<file path="src/rtl/oled_text_streamer.sv">
// Feeds the OLED controller: keeps a 4x16 ASCII text buffer and streams every cell
// over the controller's character-write handshake, followed by an optional display update.
module oled_text_streamer #(
   parameter logic [7:0] BLANK_CHAR = 8'h20,
   parameter bit         UPDATE_EN  = 1'b1
) (
   input  logic       clk,
   input  logic       rst,
   input  logic       char_valid,
   output logic       char_ready,
   input  logic [7:0] char_data,
   input  logic [1:0] char_row,
   input  logic [3:0] char_col,
   input  logic       refresh_req,
   input  logic       clear_req,
   output logic       write_start,
   output logic [7:0] write_ascii_data,
   output logic [8:0] write_base_addr,
   input  logic       write_ready,
   output logic       update_start,
   input  logic       update_ready,
   output logic       busy,
   output logic       frame_done
);

   typedef enum logic [3:0] {
      CLEAR,
      IDLE,
      WR_ISSUE,
      WR_ACK,
      WR_WAIT,
      UPD_ISSUE,
      UPD_ACK,
      UPD_WAIT,
      DONE
   } state_t;

   state_t     state;
   logic [5:0] cell_cnt;
   logic       dirty;
   logic       clear_pend;
   logic [7:0] text_mem [64];
   logic       host_wr;
   logic [7:0] cur_char;

   assign char_ready = (state != CLEAR);
   assign busy       = (state != IDLE);
   assign host_wr    = char_valid && char_ready;
   assign cur_char   = text_mem[cell_cnt];

   // The buffer needs no reset: the CLEAR sweep that follows reset re-blanks every cell.
   always_ff @(posedge clk) begin
      if (state == CLEAR) begin
         text_mem[cell_cnt] <= BLANK_CHAR;
      end else if (host_wr) begin
         text_mem[{char_row, char_col}] <= char_data;
      end
   end

   always_ff @(posedge clk) begin
      if (rst) begin
         state            <= CLEAR;
         cell_cnt         <= 6'd0;
         dirty            <= 1'b1;
         clear_pend       <= 1'b0;
         write_start      <= 1'b0;
         update_start     <= 1'b0;
         frame_done       <= 1'b0;
         write_ascii_data <= 8'h00;
         write_base_addr  <= 9'h000;
      end else begin
         write_start  <= 1'b0;
         update_start <= 1'b0;
         frame_done   <= 1'b0;
         case (state)
            CLEAR: begin
               if (cell_cnt == 6'd63) begin
                  cell_cnt   <= 6'd0;
                  dirty      <= 1'b1;
                  clear_pend <= 1'b0;
                  state      <= IDLE;
               end else begin
                  cell_cnt <= cell_cnt + 6'd1;
               end
            end
            IDLE: begin
               if (clear_pend) begin
                  cell_cnt <= 6'd0;
                  state    <= CLEAR;
               end else if (dirty || refresh_req) begin
                  dirty    <= 1'b0;
                  cell_cnt <= 6'd0;
                  state    <= WR_ISSUE;
               end
            end
            WR_ISSUE: begin
               if (write_ready) begin
                  write_start      <= 1'b1;
                  write_ascii_data <= cur_char;
                  write_base_addr  <= {cell_cnt, 3'b000};
                  state            <= WR_ACK;
               end
            end
            WR_ACK: begin
               if (!write_ready) state <= WR_WAIT;
            end
            WR_WAIT: begin
               if (write_ready) begin
                  if (cell_cnt == 6'd63) begin
                     if (UPDATE_EN) begin
                        state <= UPD_ISSUE;
                     end else begin
                        frame_done <= 1'b1;
                        state      <= DONE;
                     end
                  end else begin
                     cell_cnt <= cell_cnt + 6'd1;
                     state    <= WR_ISSUE;
                  end
               end
            end
            UPD_ISSUE: begin
               if (update_ready) begin
                  update_start <= 1'b1;
                  state        <= UPD_ACK;
               end
            end
            UPD_ACK: begin
               if (!update_ready) state <= UPD_WAIT;
            end
            UPD_WAIT: begin
               if (update_ready) begin
                  frame_done <= 1'b1;
                  state      <= DONE;
               end
            end
            DONE: begin
               state <= IDLE;
            end
            default: begin
               state <= CLEAR;
            end
         endcase
         // A host write always re-marks the buffer, even one accepted while a frame starts.
         if (host_wr) dirty <= 1'b1;
         if (clear_req && (state != CLEAR)) clear_pend <= 1'b1;
      end
   end

endmodule

</file>
<file path="config.mk">
export PLATFORM = sky130hd
export DESIGN_NAME = oled_text_streamer
export DESIGN_NICKNAME = d
export VERILOG_FILES = /design/src/rtl/oled_text_streamer.sv
export SDC_FILE = /design/constraint.sdc
export NUM_CORES = 1
export LEC_CHECK = 0
export CORE_MARGIN = 2
export CORE_UTILIZATION = 59
export DETAILED_ROUTE_END_ITERATION = 12
export MAX_ROUTING_LAYER = met4
export PLACE_DENSITY = 0.73
export SLEW_MARGIN = 20
export SYNTH_ARGS = -nofsm -noshare
export SYNTH_HDL_FRONTEND = slang
export SYNTH_SLANG_ARGS = --single-unit
</file>
<file path="constraint.sdc">
create_clock -name clk -period 2.8 [get_ports clk]
set_clock_uncertainty 0.05 [all_clocks]
set_input_delay 0.28 -clock clk [delete_from_list [all_inputs] [get_ports clk]]
set_output_delay 0.28 -clock clk [all_outputs]
set_load 0.005 [all_outputs]
</file>
==> metrics.yaml <==
floorplanning:
  die_h_um: 196
  core_area_mm2: 0.0364
  rows: 70
  start_util: 0.596
  fp.dieW_um: 196
  dieArea_mm2: 0.0383
  ios: 43
global_routing:
  antenna_found_initial: 0
  grt_pass1_vias: 12000
  overflow: 0
  grt_max_degree: 65
  grt_pass1_wl_um: 74200
  track_usage: 0.273
setup_path:
  critPathRequiredTime_ns: 3.03
  critical_path_arrival_ns: 2.95
  endpoint_kind: "flop"
  crit_path_max_fanout: 8
  timing.rr.end: "text_mem[1][1]"
  r2r_cells: 8
  critPathLaunch: "state[3]"
  critPathSlowestCell: "o41ai_4"
  cp_slowest_stage_delay_ns: 0.54
  startpoint_type: "flop"
  crit_path_frequent_cell: "buf_4"
  path_class: "reg -> reg"
  r2r_slack_ns: 0.09
  r2r-start: "state[3]"
  crit_path_end: "text_mem[1][1]"
  crit_chain: "o41ai_4 -> buf_4 -> buf_4 -> mux2i_1 -> buf_4 -> nand2_1 -> nor2_1 -> buf_4"
synthesis:
  ys_warn_count: 0
  ys_ff_latch: 541
  async_flop_share: 0
  synth_area_leaders: "edfxtp_1 71%, mux4_2 6.6%, mux2_2 2.8%, dfxtp_1 2.7%, mux2i_1 2.7%"
  synth_top_cell_area_share: 0.709
  synthesis.instances: 1247
  synth_top_area_cell: "edfxtp_1"
  synthFlopType: "edfxtp_1"
  synth_edf_count: 512
  synthesis.area_mm2: 0.0217
  avgSynthCellArea_um2: 17.4
  synth_common_cells: "512 x edfxtp_1, 74 x nor2_1, 64 x mux4_2, 58 x mux2i_1, 54 x mux2_2"
  synth_cell_type_count: 56
  synth_most_common_cell: "edfxtp_1"
  synth-seq-area-share: 0.735
power:
  combPwrFrac: 0.053
  p_per_area_mw_per_mm2: 649
  switching_power_mw: 3.37
  pwr-share-clk: 0.408
  seqPwrFrac: 0.539
  peakVddDrop_uv: 633
  internal_power_mw: 13.0
  switching_share: 0.206
  p_leak_nw: 8.87
place:
  port_buffers: 39
  place_area_mm2: 0.0235
  place_congestion: 0.888
  hpwl_um: 31400
  placedCellCount: 1814
  post-place-ws_ns: -0.0691
clocking:
  clkTransAtPathRegs_ns: 0.07
  cts_tree: "built"
  clock_latency_ns: 0.58
  clockBufferDepth: 3
  cts_root_buf: "clkbuf_16"
  cts.sinks: 541
  htreeDepth: 2
  cts_hold_buf: 0
  cts_made_buffers: 51
cells_and_area:
  drive_above_1_share: 0.250
  nets: 1422
  synthToLayoutAreaGrowth_pct: 16.0
  fin_area_mm2: 0.0252
  fin_cells: 1907
  diodes: 0
timing:
  finalCritPeriodShare: 0.969
  tightest_slew_ns: 0.731
  finalSetupViolations: 0
  fin_crit_ns: 2.71
  finalWorstSetupSlack_ns: 0.0855
  holdWs_ns: 0.310
  clock.fmax_mhz: 368
  relSlewSlack: 0.511
  rsz0062_at_grt: "true"
  maxSlewViolCount: 0
  setup_tns_ns: 0
  hold_violations: 0
detailed_routing:
  vias: 12000
  post-route-drc-count: 0
  dr.first_iter.drc_count: 1372
  firstDrtPassIters: 7
  drtAntennaViolNets: 0
  avgViaCountPerCell: 6.27
  routed_wl_um: 49300
  wire_per_inst_um: 25.8
flow_run:
  maxCapViolations: 0
run_status:
  status: "complete, no violations"
worst_hold_path:
  min_path_type: "in -> reg"
==> power by group through the flow <==
stage,clock network (mW),logic [mW],registers [mW]
after floorplan,0,0.585,8.94
after detailed placement,0,0.834,8.99
after global routing,7.02,0.914,8.81
after global placement,0,0.827,8.98
final,6.67,0.859,8.81
after CTS,6.74,0.839,8.82
==> metrics by stage <==
stage,utilization,total power [mW]
after global routing,0.691,16.7
after floorplan,-,9.52
after CTS,0.689,16.4
after detailed placement,0.645,9.82
after global placement,0.645,9.81
final,0.691,16.3
==> layout make-up <==
| type | instances | area [um^2] |
|---|---|---|
| clock inverter | 25 | 224 |
| clock buffer | 67 | 1380 |
| multi-input combinational | 629 | 5410 |
| sequential | 541 | 16000 |
| tap | 468 | 586 |
| timing repair buffer | 172 | 1580 |
| inverter | 5 | 18.8 |
| fill | 2333 | 11300 |
==> critical path, delay by kind of cell (launching register included) <==
| family | cells | cell delay, ns |
|---|---|---|
| buffers and inverters | 4 | 0.73 |
| AO/OA/AOI/OAI | 1 | 0.54 |
| AND/OR/NAND/NOR | 2 | 0.44 |
| flip-flops | 1 | 0.40 |
| multiplexers | 1 | 0.24 |
==> layout by cell type, fill, tap and decap left out, types with 27 or more instances in the layout <==
master           synthesis  layout
o22ai_1                 33      33
mux4_2                  64      64
a21oi_1                 35      34
nor2b_1                 28      28
nor2_1                  74      66
dfxtp_1                 29      27
nand2_1                 36      34
clkbuf_16                0      53
buf_4                    8     118
mux2_2                  54      54
clkdlybuf4s50_1          0      39
o21ai_0                 32      32
mux2i_1                 58      58
edfxtp_1               512     512
==> what timing repair did <==
action / in CTS / in global routing
hold endpoints to repair: 0 / 0
gates resized for setup: 0 / 10
setup endpoints to repair: 0 / 176
buffers inserted: 0 / 1
==> cell families after synthesis <==
logic type / Yosys count / share of synthesized area
other: 1 / 0.000173
DFF: 541 / 0.735
buffers and inverters: 79 / 0.0176
AOI/OAI and AO/OA: 203 / 0.0614
muxes: 195 / 0.131
xor gates and xnor gates: 1 / 0.000404
adders and majority gates: 1 / 0.000577
and+or+nand+nor: 226 / 0.0535
==> worst min path at each step <==
stage	depth (start not counted)	slack, ns	endpoint	from
global placement	2	0.40	write_base_addr[4]	write_base_addr[4]
detailed placement	2	0.41	write_base_addr[4]	write_base_addr[4]
CTS	3	0.30	update_start	update_ready
global route	3	0.33	state[3]	update_ready
finish	3	0.31	clear_pend	clear_req
floorplan	2	0.39	clear_pend	clear_req
==> registers in the layout, indices dropped and copies added (netlist names) <==
signal / count
frame_done: 1
write_start: 1
update_start: 1
write_base_addr: 6
write_ascii_data: 8
text_mem: 512
clear_pend: 1
dirty: 1
cell_cnt: 6
state: 4
==> routing by layer <==
metal | up-vias | wire length [um] | GRT usage | part of all wire
met5 | - | 0 | - | 0
li1 | 5298 | - | - | -
met2 | 532 | 23700 | 0.422 | 0.48
met4 | 0 | 1680 | 0.104 | 0.034
met3 | 106 | 3800 | 0.0428 | 0.077
met1 | 6021 | 20100 | 0.374 | 0.41
No activity file was read; power rests on OpenSTA's default activity.
